==> src/rtl/counter_pkg.sv <==
//------------------------------------------------------------------------------
// Module      : counter_pkg
// Description : Shared constants, command encoding and decode helper for the
//               loadable modulo counter family.
// Revision    : 1.0 - initial release
//------------------------------------------------------------------------------
`default_nettype none

package counter_pkg;

    localparam int CNT_WRAP = 0;
    localparam int CNT_SAT  = 1;

    typedef enum logic [1:0] {
        CMD_HOLD = 2'd0,
        CMD_LD   = 2'd1,
        CMD_INC  = 2'd2,
        CMD_DEC  = 2'd3
    } cmd_e;

    // Rejected loads and inc+dec collisions both collapse to a hold.
    function automatic cmd_e cmd_decode(input logic ld, input logic ld_ok,
                                        input logic inc, input logic dec);
        cmd_e cmd;
        cmd = CMD_HOLD;
        if (ld) begin
            cmd = ld_ok ? CMD_LD : CMD_HOLD;
        end else if (inc && !dec) begin
            cmd = CMD_INC;
        end else if (dec && !inc) begin
            cmd = CMD_DEC;
        end
        return cmd;
    endfunction

endpackage

`default_nettype wire

==> src/rtl/modcounter_firewall.sv <==
//------------------------------------------------------------------------------
// Module      : modcounter_firewall
// Description : Protocol and invariant checker attached to modcounter.
// Revision    : 1.0 - initial release
//------------------------------------------------------------------------------
`default_nettype none

module modcounter_firewall
    import counter_pkg::*;
#(
    parameter int WIDTH     = 8,
    parameter int MAX_COUNT = 2**WIDTH-1,
    parameter int SATURATE  = CNT_WRAP
) (
    input  logic             clk,
    input  logic             rst,
    input  logic             ld,
    input  logic             inc,
    input  logic             dec,
    input  logic [WIDTH-1:0] data_out,
    input  logic             tc
);

    localparam logic [WIDTH-1:0] MAX_VAL = MAX_COUNT[WIDTH-1:0];
    localparam bit PARAMS_OK = (WIDTH >= 2) && (WIDTH <= 31) && (MAX_COUNT >= 1)
                               && (MAX_COUNT <= 2**WIDTH-1)
                               && ((SATURATE == CNT_WRAP) || (SATURATE == CNT_SAT));

    logic boundary_d;
    logic boundary_q;

    // A legal tc always traces back to an unambiguous step off a range end.
    always_comb begin
        boundary_d = !rst && !ld && (inc != dec)
                     && ((inc && (data_out == MAX_VAL)) || (dec && (data_out == '0)));
    end

    always_ff @(posedge clk) begin
        if (rst) begin
            boundary_q <= 1'b0;
        end else begin
            boundary_q <= boundary_d;
        end
    end

    always_ff @(posedge clk) begin
        assert (PARAMS_OK)
            else $error("modcounter_firewall: illegal parameters WIDTH=%0d MAX_COUNT=%0d SATURATE=%0d",
                        WIDTH, MAX_COUNT, SATURATE);
        if (!rst) begin
            assert (!$isunknown({ld, inc, dec}))
                else $error("modcounter_firewall: X/Z on ld/inc/dec");
            assert (data_out <= MAX_VAL)
                else $error("modcounter_firewall: data_out %0d above MAX_COUNT", data_out);
            assert (!tc || boundary_q)
                else $error("modcounter_firewall: tc without boundary condition");
        end
    end

endmodule

`default_nettype wire

==> src/rtl/modcounter.sv <==
//------------------------------------------------------------------------------
// Module      : modcounter
// Description : Parametrised loadable up/down modulo counter with wrap or
//               saturate mode, terminal-count, overflow and load-error flags.
// Revision    : 1.0 - initial release
//------------------------------------------------------------------------------
`default_nettype none

module modcounter
    import counter_pkg::*;
#(
    parameter int WIDTH     = 8,
    parameter int MAX_COUNT = 2**WIDTH-1,
    parameter int SATURATE  = CNT_WRAP
) (
    input  logic             clk,
    input  logic             rst,
    input  logic             ld,
    input  logic             inc,
    input  logic             dec,
    input  logic             clr_ovf,
    input  logic [WIDTH-1:0] data_in,
    output logic [WIDTH-1:0] data_out,
    output logic             tc,
    output logic             ovf,
    output logic             ld_err,
    output logic             at_zero,
    output logic             at_max
);

    localparam logic [WIDTH-1:0] MAX_VAL = MAX_COUNT[WIDTH-1:0];
    localparam logic [WIDTH-1:0] ONE     = {{(WIDTH-1){1'b0}}, 1'b1};
    localparam bit               SAT_EN  = (SATURATE == CNT_SAT);

    logic [WIDTH-1:0] cnt_d, cnt_q;
    logic             tc_d, tc_q;
    logic             ovf_d, ovf_q;
    logic             ld_err_d, ld_err_q;
    logic             ld_ok;
    cmd_e             cmd;

    always_comb begin
        ld_ok    = (data_in <= MAX_VAL);
        cmd      = cmd_decode(ld, ld_ok, inc, dec);
        cnt_d    = cnt_q;
        tc_d     = 1'b0;
        ld_err_d = ld && !ld_ok;
        ovf_d    = ovf_q && !clr_ovf;

        case (cmd)
            CMD_LD: begin
                cnt_d = data_in;
            end
            CMD_INC: begin
                if (cnt_q == MAX_VAL) begin
                    tc_d  = 1'b1;
                    cnt_d = SAT_EN ? cnt_q : '0;
                end else begin
                    cnt_d = cnt_q + ONE;
                end
            end
            CMD_DEC: begin
                if (cnt_q == '0) begin
                    tc_d  = 1'b1;
                    cnt_d = SAT_EN ? cnt_q : MAX_VAL;
                end else begin
                    cnt_d = cnt_q - ONE;
                end
            end
            default: begin
                cnt_d = cnt_q;
            end
        endcase

        // A new boundary event outranks a same-cycle clear.
        if (tc_d) begin
            ovf_d = 1'b1;
        end
    end

    always_ff @(posedge clk) begin
        if (rst) begin
            cnt_q    <= '0;
            tc_q     <= 1'b0;
            ovf_q    <= 1'b0;
            ld_err_q <= 1'b0;
        end else begin
            cnt_q    <= cnt_d;
            tc_q     <= tc_d;
            ovf_q    <= ovf_d;
            ld_err_q <= ld_err_d;
        end
    end

    assign data_out = cnt_q;
    assign tc       = tc_q;
    assign ovf      = ovf_q;
    assign ld_err   = ld_err_q;
    assign at_zero  = (cnt_q == '0);
    assign at_max   = (cnt_q == MAX_VAL);

`ifndef ASSERTIONS_OFF
    modcounter_firewall #(
        .WIDTH     (WIDTH),
        .MAX_COUNT (MAX_COUNT),
        .SATURATE  (SATURATE)
    ) u_firewall (
        .clk      (clk),
        .rst      (rst),
        .ld       (ld),
        .inc      (inc),
        .dec      (dec),
        .data_out (cnt_q),
        .tc       (tc_q)
    );
`endif

endmodule

`default_nettype wire
==> config.mk <==
export PLATFORM = sky130hd
export DESIGN_NAME = modcounter
export DESIGN_NICKNAME = d
export VERILOG_FILES = /design/src/rtl/counter_pkg.sv /design/src/rtl/modcounter_firewall.sv /design/src/rtl/modcounter.sv
export SDC_FILE = /design/constraint.sdc
export NUM_CORES = 1
export LEC_CHECK = 0
export CORE_MARGIN = 2
export CORE_UTILIZATION = 50
export CTS_CLUSTER_DIAMETER = 30
export DETAILED_ROUTE_END_ITERATION = 10
export GPL_ROUTABILITY_DRIVEN = 1
export PLACE_DENSITY = 0.84
export SLEW_MARGIN = 20
export SYNTH_ARGS = -nofsm -noshare
export SYNTH_HDL_FRONTEND = slang
export SYNTH_SLANG_ARGS = --single-unit
==> constraint.sdc <==
create_clock -name clk -period 3.6 [get_ports clk]
set_clock_uncertainty 0.05 [all_clocks]
set_input_delay 0.72 -clock clk [delete_from_list [all_inputs] [get_ports clk]]
set_output_delay 0.72 -clock clk [all_outputs]
set_load 0.005 [all_outputs]
Word level (Yosys, flattened, before mapping) --
Cells that the tools add are included. Widths: inputs -> output; s select.
Word-level totals: output and inout bits 13, memories 0, memory bits (read-only) 0, bits in latches 0, input bits 14, bits in registers 11, memory bits (writable) 0, logic and storage cells 32
Cells by class: $add $sub $neg 2, reductions and logical operators 10, multiplexer cells 11, divide/modulo/power cells 0, multipliers 0, bitwise operators 0, shift-type cells 0, eq/ne operators 4, magnitude comparators 1
Operators with widths (count):
- $pmux 8 s3 | 1
- $mux 8 | 2
- $add 8x1->8 const B | 1
- $eq 8x8->1 const B | 1
- $le 8x8->1 const B | 1
- $logic_not 8->1 | 1
- $sub 8x1->8 const B | 1
- $mux 2 | 3
- $eq 2x2->1 const B | 2
- $logic_and 1x1->1 | 4
- $logic_not 1->1 | 4
- $mux 1 | 4
- $reduce_bool 3->1 | 1
- $eq 2x1->1 const B | 1
- $pmux 1 s2 | 1

Longest topological paths before layout --
Gate-level depths: netlist of the first run.
depth in word-level cells 8, mapped depth 7, depth with buffers taken out 6

Worst setup path before layout of the first run --
OpenSTA, ideal clock, no wires.
path kind input to register, from input port inc, to register cnt_q[5] (netlist: data_out[5]), cell stages on the path 7, path slack 1.412 ns, arrival 2.050 ns, required time 3.462 ns, library setup time 0.088 ns, path buffers 1, path through inv_1 -> ha_1 -> or2_2 -> clkbuf_1 -> nor2_1 -> o221ai_1 -> a311oi_2
On the way: cells in the longest elaborated chain, start to end 7, elaborated cells between the ends (all ways) 11, those cells by class eq/ne (3); mux (4); reduce/logical (4)
Ends and longest elaborated chain:
- start, declared | line modcounter.sv:19 | input logic inc,
- $logic_not 1->1 | line counter_pkg.sv:30 | end else if (dec && !inc) begin
- $logic_and 1x1->1 | line counter_pkg.sv:30
- $mux 2 | line counter_pkg.sv:30
- $mux 2 (*) | line counter_pkg.sv:28 | end else if (inc && !dec) begin
- $mux 2 (*) | line counter_pkg.sv:26 | if (ld) begin
- $eq 2x2->1 or $eq 2x1->1 (tied branches) | line modcounter.sv:50 | case (cmd)
- $pmux 8 s3 or $reduce_bool 3->1 (tied branches)
- end signal, assigned | line modcounter.sv:88 | cnt_q <= cnt_d;
- end, declared | line modcounter.sv:35 | logic [WIDTH-1:0] cnt_d, cnt_q;
Mark *: on every way between the ends. The rest lies on a longest branch, timed or not. A chain may end at the register's enable or synchronous reset.

Worst setup path in the final report of the first run --
from register cnt_q[3] (netlist: data_out[3]), to output port at_zero
On the way: cells in the longest elaborated chain, start to end 1
Ends and longest elaborated chain:
- $logic_not 8->1
- end, declared | line modcounter.sv:27 | output logic at_zero,
Every way passes these cells.

==> results of run 1 <==
worst max-delay path by stage:
stage                      startpoint           to  depth (start not counted)  slack (ns)
final                     data_out[3]      at_zero                          3        0.79
after CTS                 data_out[3]      at_zero                          3        0.80
after global placement            inc  data_out[4]                          7        0.90
after global routing      data_out[3]       at_max                          4        0.67
after detailed placement          inc  data_out[4]                          7        0.83
after floorplan                   inc  data_out[5]                          7        1.41
routing by layer:
layer	GRT usage	vias to the layer above	wire length, um
met3	0.0962	4	159
met2	0.362	39	1040
met4	0.106	0	23
li1	-	444	-
met1	0.269	419	977
met5	0	-	0
power breakdown:
group | internal, mW | switching, mW
logic | 0.0733 | 0.0604
registers | 0.120 | 0.0219
clock network | 0.0386 | 0.0370
total | 0.232 | 0.119
state kept, by name, indices dropped and copies added, names as in the netlist:
| register | cells |
|---|---|
| tc | 1 |
| data_out | 8 |
| ovf | 1 |
kinds of logic (layout without fill, tap and decap cells):
logic type | count (synthesis) | after routing
and+or+nand+nor | 39 | 39
adders and majority gates | 4 | 4
muxes | 2 | 2
other | 1 | 1
xor gates and xnor gates | 3 | 3
DFF | 10 | 10
AOI/OAI and AO/OA | 32 | 32
buffers and inverters | 14 | 35
layout make-up:
type / instances / area (sq um) / share of cell area
Timing Repair Buffer: 25 / 250 / 0.217
Clock buffer: 3 / 22.5 / 0.0195
Tap cell: 25 / 31.3 / 0.0271
Multi-Input combinational cell: 81 / 623 / 0.540
Sequential cell: 10 / 200 / 0.174
Inverter: 7 / 26.3 / 0.0228
critical path: stages (launching register included):
cell	delay, ns
dfxtp_1	0.44
or4_4	0.66
nor2_8	0.16
clkdlybuf4s50_1	0.51
cells in the final DEF, fill, tap and decap left out, drive strengths merged:
| cell type | instances |
|---|---|
| clkdlybuf4s50 | 25 |
| conb | 1 |
| or3b | 2 |
| ha | 4 |
| nor3 | 4 |
| xnor2 | 2 |
| a31oi | 3 |
| o22ai | 1 |
| nor4 | 1 |
| o221ai | 1 |
| xor2 | 1 |
| o21a | 1 |
| mux2i | 2 |
| nand3b | 2 |
| nand2b | 2 |
| nor3b | 2 |
| and3 | 2 |
| or2 | 2 |
| nand4 | 2 |
| a41oi | 3 |
| o31a | 1 |
| or3 | 6 |
| a311oi | 3 |
| o2bb2ai | 1 |
| nand3 | 3 |
| nor2 | 7 |
| a221oi | 2 |
| o21ai | 8 |
| o211a | 1 |
| dfxtp | 10 |
| inv | 7 |
| o311ai | 2 |
| a21oi | 4 |
| clkbuf | 3 |
| o21bai | 1 |
| or4 | 1 |
| nand2 | 3 |
synth_stat cells (3+ instances only):
cell type  number
dfxtp_1        10
o21ai_0         8
inv_1           7
nor2_1          6
ha_1            4
nor3_1          4
a21oi_1         3
a31oi_1         3
a41oi_1         3
clkbuf_8        3
nand2_1         3
nand3_1         3
or3_1           3
==> results.yml, run 1 <==
run_status:
  status: "finished, final reports clean"
clocking:
  post-cts-setup-buffers: 0
  clockRootBuffer: "clkbuf_4"
  cts_inserted_buffers: 3
  cts_hold_buffers: 0
  worstSkewPairLatency_ns: 0.27
  cts.sinks: 10
  path_clk_slew_ns: 0.06
  clk_path_buf_depth: 2
  cts_tree: "built"
  ctsResizeCount: 0
  h-tree-depth: 1
floorplan:
  initial_core_util: 0.532
  core_sq_um: 1730
  row_count: 15
  die_h_um: 46.9
  die_x_um: 46.9
  dieArea_sq_um: 2200
  num_io_pins: 27
global_route:
  grt_pass1_vias: 762
  grt_pass1_wl_um: 3420
  grt_max_degree: 15
  overflow: 0
  antenna_found_initial: 0
  grt.total_usage: 0.229
placed_design:
  place.gp.congestion: 0.879
  place_ws_ns: 0.829
  dpl_cell_area_sq_um: 1130
  dp_cells: 148
  hpwl_um: 1660
  io_buffers: 25
synthesis:
  synth_top_area_cell: "dfxtp_1"
  syn_nets: 123
  netlist_instances: 105
  synth_cell_types: 48
  yosys_warnings: 0
  synth-xor-area-share: 0.0286
  mappedNetlistArea_sq_um: 918
  synth_top_area_share: 0.218
  synthAdderAreaFrac: 0.0545
  synth_compound_area_frac: 0.270
  yosys.area_share.simple: 0.300
  ys.flop_type: "dfxtp_1"
  synth-edff-count: 0
  synth_top_family_by_area: "simple AND/OR/NAND/NOR gates"
  synthTopCellsByArea: "dfxtp_1, ha_1, clkbuf_8"
  yosysSeqAreaShare: 0.218
  syn-mean-instance-area_sq_um: 8.75
  async_flop_share: 0
  ys_ff_latch: 10
  synthMuxAreaShare: 0.0218
worst_setup_path:
  cp-start-kind: "flop"
  critPathCaptureType: "output port"
  rr_startpoint: "data_out[3]"
  ff2ff_path_depth: 4
  path_class: "reg2out"
  rr_endpoint: "data_out[7]"
  critical_path.max_fanout: 14
  r2r_setup_slack_ns: 1.82
  worstPathRequired_ns: 2.83
  cp.arrival_ns: 2.04
sta:
  setup_tns_ns: 0
  maxSlewViolCount: 0
  hold_viol: 0
  whs_ns: 0.422
  rsz0062_at_grt: "no"
  min_period_ns: 2.81
  maxSlewHeadroom: 0.609
  fin_crit_sh: 0.780
  setup_slack_ns: 0.790
  setup_viol: 0
  max_freq_mhz: 356
  worst_pin_slew_ns: 0.584
pwr:
  fin_total_pwr_uw: 352
  max-vdd-ir-drop_mv: 0.213
  p_per_area_nw_per_um2: 305
  power.leakage_nw: 0.418
cells_and_area:
  finalInstanceArea_sq_um: 1150
  postLayoutCoreUtil: 0.668
  syn_to_final_growth_pct: 25.6
  antennaDiodeCount: 0
  design.final.nets: 146
  fin_cells: 151
  fill_cells: 152
  drive_gt1_frac: 0.143
routing:
  drc: 0
  drtPass1Iterations: 4
  first_iter_violations: 33
  num_vias: 906
  wl_per_cell_um: 14.6
  routed_wl_um: 2200
  via_per_inst: 6.00
  ant_nets: 0
worst_hold_path:
  hold_path.class: "reg2reg"
  holdPathStages: 2
  min_to: "ovf"
  min_from: "ovf"
run:
  maxCapViolations: 0
(Power assumes the default switching activity.)
==> inputs of run 2 (changes only) <==
Settings changed: CORE_UTILIZATION 50 to 46, PLACE_DENSITY 0.84 to 0.78.
Clock period 3.6 ns to 2.7 ns, I/O delays scaled along.
==> run 2 against run 1 <==
Sequential share of layout area decreased by 0.67 points. Via count increased by 4.1%. Utilization shrank 4.4 points. Worst setup slack got worse by 0.68 ns. Global-route usage shrank 1.9 points. Hold slack gained 0.0076 ns. Wire length rose by 9.3%. Total power grew 48%. Sequential power increased by 32%. Die area increased by 7.9%. Critical endpoint is now at_max.
==> results.yml, run 2 (same netlist as run 1, synthesis figures left out) <==
sta:
  whs_ns: 0.430
  fin_crit_sh: 0.960
  hold_viol: 0
  setup_viol: 0
  setup_tns_ns: 0
  rsz0062_at_grt: "no"
  maxSlewViolCount: 0
  max_freq_mhz: 386
  min_period_ns: 2.59
cells_and_area:
  largest_reg_flops: 8
  final_common_cell: "clkdlybuf4s50_1"
  antennaDiodeCount: 0
  top_register: "data_out"
  syn_to_final_growth_pct: 30.7
  drive_gt1_frac: 0.176
  design.final.nets: 150
  fill_cells: 173
  layout_common_cells: "clkdlybuf4s50_1, dfxtp_1, o21ai_0, inv_1, nor2_1"
worst_setup_path:
  cp-start-kind: "flop"
  path_class: "reg2out"
  critical_path.max_fanout: 7
  cp.arrival_ns: 2.00
  worstPathRequired_ns: 2.11
  ff2ff_path_depth: 4
  r2r_setup_slack_ns: 0.90
  startpoint: "data_out[0]"
  rr_startpoint: "data_out[2]"
  rr_endpoint: "data_out[5]"
  critPathCaptureType: "output port"
floorplan:
  die_x_um: 48.7
  core_sq_um: 1920
  initial_core_util: 0.478
  die_h_um: 48.7
  dieArea_sq_um: 2370
  num_io_pins: 27
  row_count: 16
worst_hold_path:
  hold_path.class: "reg2reg"
  min_to: "ovf"
  holdPathStages: 2
  min_from: "ovf"
routing:
  drc: 0
  via_per_inst: 5.97
  wl_per_cell_um: 15.2
  num_vias: 943
  drtPass1Iterations: 4
  routed_wl_um: 2400
  first_iter_violations: 21
  ant_nets: 0
pwr:
  max-vdd-ir-drop_mv: 0.265
  p_per_area_nw_per_um2: 434
  power.leakage_nw: 0.445
placed_design:
  hpwl_um: 1800
  place.gp.congestion: 0.880
  io_buffers: 25
clocking:
  h-tree-depth: 1
  post-cts-setup-buffers: 0
  path_clk_slew_ns: 0.08
  cts_inserted_buffers: 3
  clk_path_buf_depth: 2
  clockRootBuffer: "clkbuf_4"
  cts.sinks: 10
  cts_tree: "built"
  worstSkewPairLatency_ns: 0.27
  ctsResizeCount: 0
  cts_hold_buffers: 0
run:
  maxCapViolations: 0
run_status:
  status: "finished, final reports clean"
global_route:
  overflow: 0
  grt_pass1_wl_um: 4010
  grt_max_degree: 13
  antenna_found_initial: 0
  grt_pass1_vias: 922
  grt.total_usage: 0.210
[run 2: cell types whose count changed in the layout (fill, tap and decap cells not counted), sizes merged]
cell | previous run | this run
clkbuf | 3 | 4
buf | 0 | 4
[run 2: worst max-delay path: stages, from the launching register on]
cell and delay [ns]:
dfxtp_1 0.44, ha_1 0.28, nand3_1 0.11, or2_2 0.34, inv_1 0.07, clkdlybuf4s50_1 0.49
[run 2: per-layer routing]
metal  up-vias  part of all wire  wire [um]  GRT usage
met5         -                 0          0          0
met4         0             0.016         38     0.0952
met3         5             0.078        187     0.0494
met2        43              0.47       1140      0.345
met1       443              0.43       1040      0.259
li1        452                 -          -          -
[run 2: where the power goes]
| group | switching [mW] | internal (mW) | leakage [nW] | total (mW) |
|---|---|---|---|---|
| Sequential | 0.0279 | 0.160 | 0.0827 | 0.188 |
| Clock | 0.0619 | 0.0818 | 0.0210 | 0.144 |
| Combinational | 0.0854 | 0.103 | 0.342 | 0.188 |
[run 2: area by class of cell]
| cell class | instances | area (sq um) | share of cell area |
|---|---|---|---|
| inverter | 7 | 26.3 | 0.0219 |
| tap | 27 | 33.8 | 0.0282 |
| timing repair buffer | 29 | 280 | 0.234 |
| clock buffer | 4 | 36.3 | 0.0302 |
| sequential | 10 | 200 | 0.167 |
| multi-input combinational | 81 | 623 | 0.519 |
[run 2: how the worst max path moves through the flow]
| stage | depth (start not counted) | slack, ns | end |
|---|---|---|---|
| 2_1_floorplan | 7 | 0.69 | data_out[5] |
| 6_report | 5 | 0.11 | at_max |
| 4_1_cts | 5 | 0.13 | at_max |
| 5_1_grt | 5 | 0.01 | at_max |
| 3_5_place_dp | 7 | 0.19 | data_out[5] |
| 3_3_place_gp | 7 | 0.26 | data_out[5] |
[run 2: stage by stage]
step	worst slack (ns)	utilization	instance area, sq um	cells	power [mW]
final	0.109	0.624	1200	158	0.520
after global placement	0.255	0.605	1160	154	0.372
after detailed placement	0.188	0.605	1160	154	0.377
after CTS	0.133	0.624	1200	158	0.520
after global routing	0.00964	0.624	1200	158	0.547
after floorplan	0.692	-	918	105	0.309
==> inputs of run 3 (changes only) <==
Settings changed: CORE_UTILIZATION 46 to 50, PLACE_DENSITY 0.78 to 0.84, SKIP_CTS_REPAIR_TIMING set to 1.
Clock period 2.7 ns to 3 ns, I/O delays scaled along.
==> run 3 against run 2 <==
Clock power down 36%. Largest power group unchanged. Largest cell class unchanged. Non-clock buffer count down 3. Wire length up 2.3%. Critical endpoint unchanged. Cell count down 3.8%.
==> results.yml, run 3 (same netlist as run 1, synthesis figures left out) <==
sta:
  maxSlewHeadroom: 0.602
  max_freq_mhz: 369
  setup_viol: 0
  hold_viol: 0
  maxSlewViolCount: 0
  worst_pin_slew_ns: 0.594
  min_period_ns: 2.71
  setup_tns_ns: 0
  fin_crit_sh: 0.903
  rsz0062_at_grt: "no"
cells_and_area:
  drive_gt1_frac: 0.150
  syn_to_final_growth_pct: 26.4
  finalInstanceArea_sq_um: 1160
  design.final.nets: 147
  layout_common_cells: "clkdlybuf4s50_1, dfxtp_1, o21ai_0, inv_1, nor2_1"
  antennaDiodeCount: 0
  top_register: "data_out"
  final_common_cell: "clkdlybuf4s50_1"
  largest_reg_flops: 8
  fin_cells: 152
worst_setup_path:
  path_cells: "nand4_1 > or2_2 > inv_1 > clkdlybuf4s50_1"
  max_stage_delay_ns: 0.61
  r2r_setup_slack_ns: 1.15
  rr_endpoint: "data_out[6]"
  rr_startpoint: "data_out[3]"
  path_class: "reg2out"
  cp.arrival_ns: 2.06
  worstPathRequired_ns: 2.35
  cp-start-kind: "flop"
  critical_path.max_fanout: 14
  crit_path_top_delay_cell: "dfxtp_1"
  critPathCaptureType: "output port"
  ff2ff_path_depth: 4
routing:
  ant_nets: 0
  drc: 0
  wl_per_cell_um: 16.2
  via_per_inst: 6.39
  first_iter_violations: 37
  drtPass1Iterations: 4
  routed_wl_um: 2460
  num_vias: 972
global_route:
  grt_pass1_vias: 858
  grt.total_usage: 0.243
  grt_max_degree: 15
  antenna_found_initial: 0
  grt_pass1_wl_um: 3800
  overflow: 0
floorplan:
  initial_core_util: 0.532
  die_h_um: 46.9
  num_io_pins: 27
  row_count: 15
  dieArea_sq_um: 2200
  core_sq_um: 1730
  die_x_um: 46.9
clocking:
  clockRootBuffer: "clkbuf_4"
  worstSkewPairLatency_ns: 0.27
  cts.sinks: 10
  cts_tree: "built"
  clk_path_buf_depth: 2
  h-tree-depth: 1
  path_clk_slew_ns: 0.07
  cts_inserted_buffers: 3
pwr:
  seq_power_share: 0.400
  max-vdd-ir-drop_mv: 0.234
  power.leakage_nw: 0.423
  p_sw_uw: 149
  cell_internal_pwr_uw: 280
  switching_share: 0.347
  p_per_area_nw_per_um2: 369
  fin_total_pwr_uw: 429
  pwr-share-clk: 0.215
  combPwrFrac: 0.386
run_status:
  status: "finished, final reports clean"
worst_hold_path:
  min_to: "ovf"
  hold_path.class: "reg2reg"
  min_from: "ovf"
  holdPathStages: 2
placed_design:
  place.gp.congestion: 0.889
  dp_cells: 149
  dpl_cell_area_sq_um: 1140
  hpwl_um: 1850
  io_buffers: 25
run:
  maxCapViolations: 0
## run 3: changes by cell type in the layout (fill, tap and decap cells not counted)
| cell | previous run | this run |
|---|---|---|
| buf_4 | 4 | 1 |
| clkbuf_8 | 1 | 0 |
## run 3: power groups by stage
| stage | logic [mW] | registers [mW] | clock network (mW) |
|---|---|---|---|
| after global placement | 0.158 | 0.172 | 0 |
| after detailed placement | 0.163 | 0.173 | 0 |
| after floorplan | 0.116 | 0.162 | 0 |
| after CTS | 0.164 | 0.170 | 0.0930 |
| after global routing | 0.179 | 0.174 | 0.100 |
| final | 0.165 | 0.171 | 0.0920 |
## run 3: area by class of cell
| class | count | area [sq um] |
|---|---|---|
| Sequential cell | 10 | 200 |
| Tap cell | 25 | 31.3 |
| Timing Repair Buffer | 26 | 258 |
| Clock buffer | 3 | 22.5 |
| Fill cell | 162 | 566 |
| Multi-Input combinational cell | 81 | 623 |
| Inverter | 7 | 26.3 |
## run 3: worst max-delay path by stage
stage,start,slack (ns),to,cells past startpoint
after global routing,data_out[3],0.19,at_max,4
after floorplan,inc,0.93,data_out[5],7
after detailed placement,inc,0.33,data_out[6],7
after global placement,inc,0.40,data_out[4],7
final,data_out[3],0.29,at_max,4
after CTS,data_out[3],0.31,at_zero,3
## run 3: critical path: cells and delay by family, from the launching register on
kind	cells	cell delay, ns
AND/OR/NAND/NOR	2	0.62
flip-flops	1	0.61
buffers and inverters	2	0.55
## run 3: through the flow
step                      setup WS [ns]   util  hold slack [ns]
after floorplan                   0.932      -            0.414
after global placement            0.401  0.659            0.417
after detailed placement          0.331  0.659            0.413
after CTS                         0.309  0.672            0.423
after global routing              0.192  0.672            0.446
final                             0.291  0.672            0.419
## run 3: metal layers
layer / global-route usage / part of all wire / wire length (um)
met1: 0.305 / 0.41 / 1000
met2: 0.397 / 0.47 / 1150
met3: 0.0615 / 0.095 / 234
met4: 0.0944 / 0.028 / 70
met5: 0 / 0 / 0
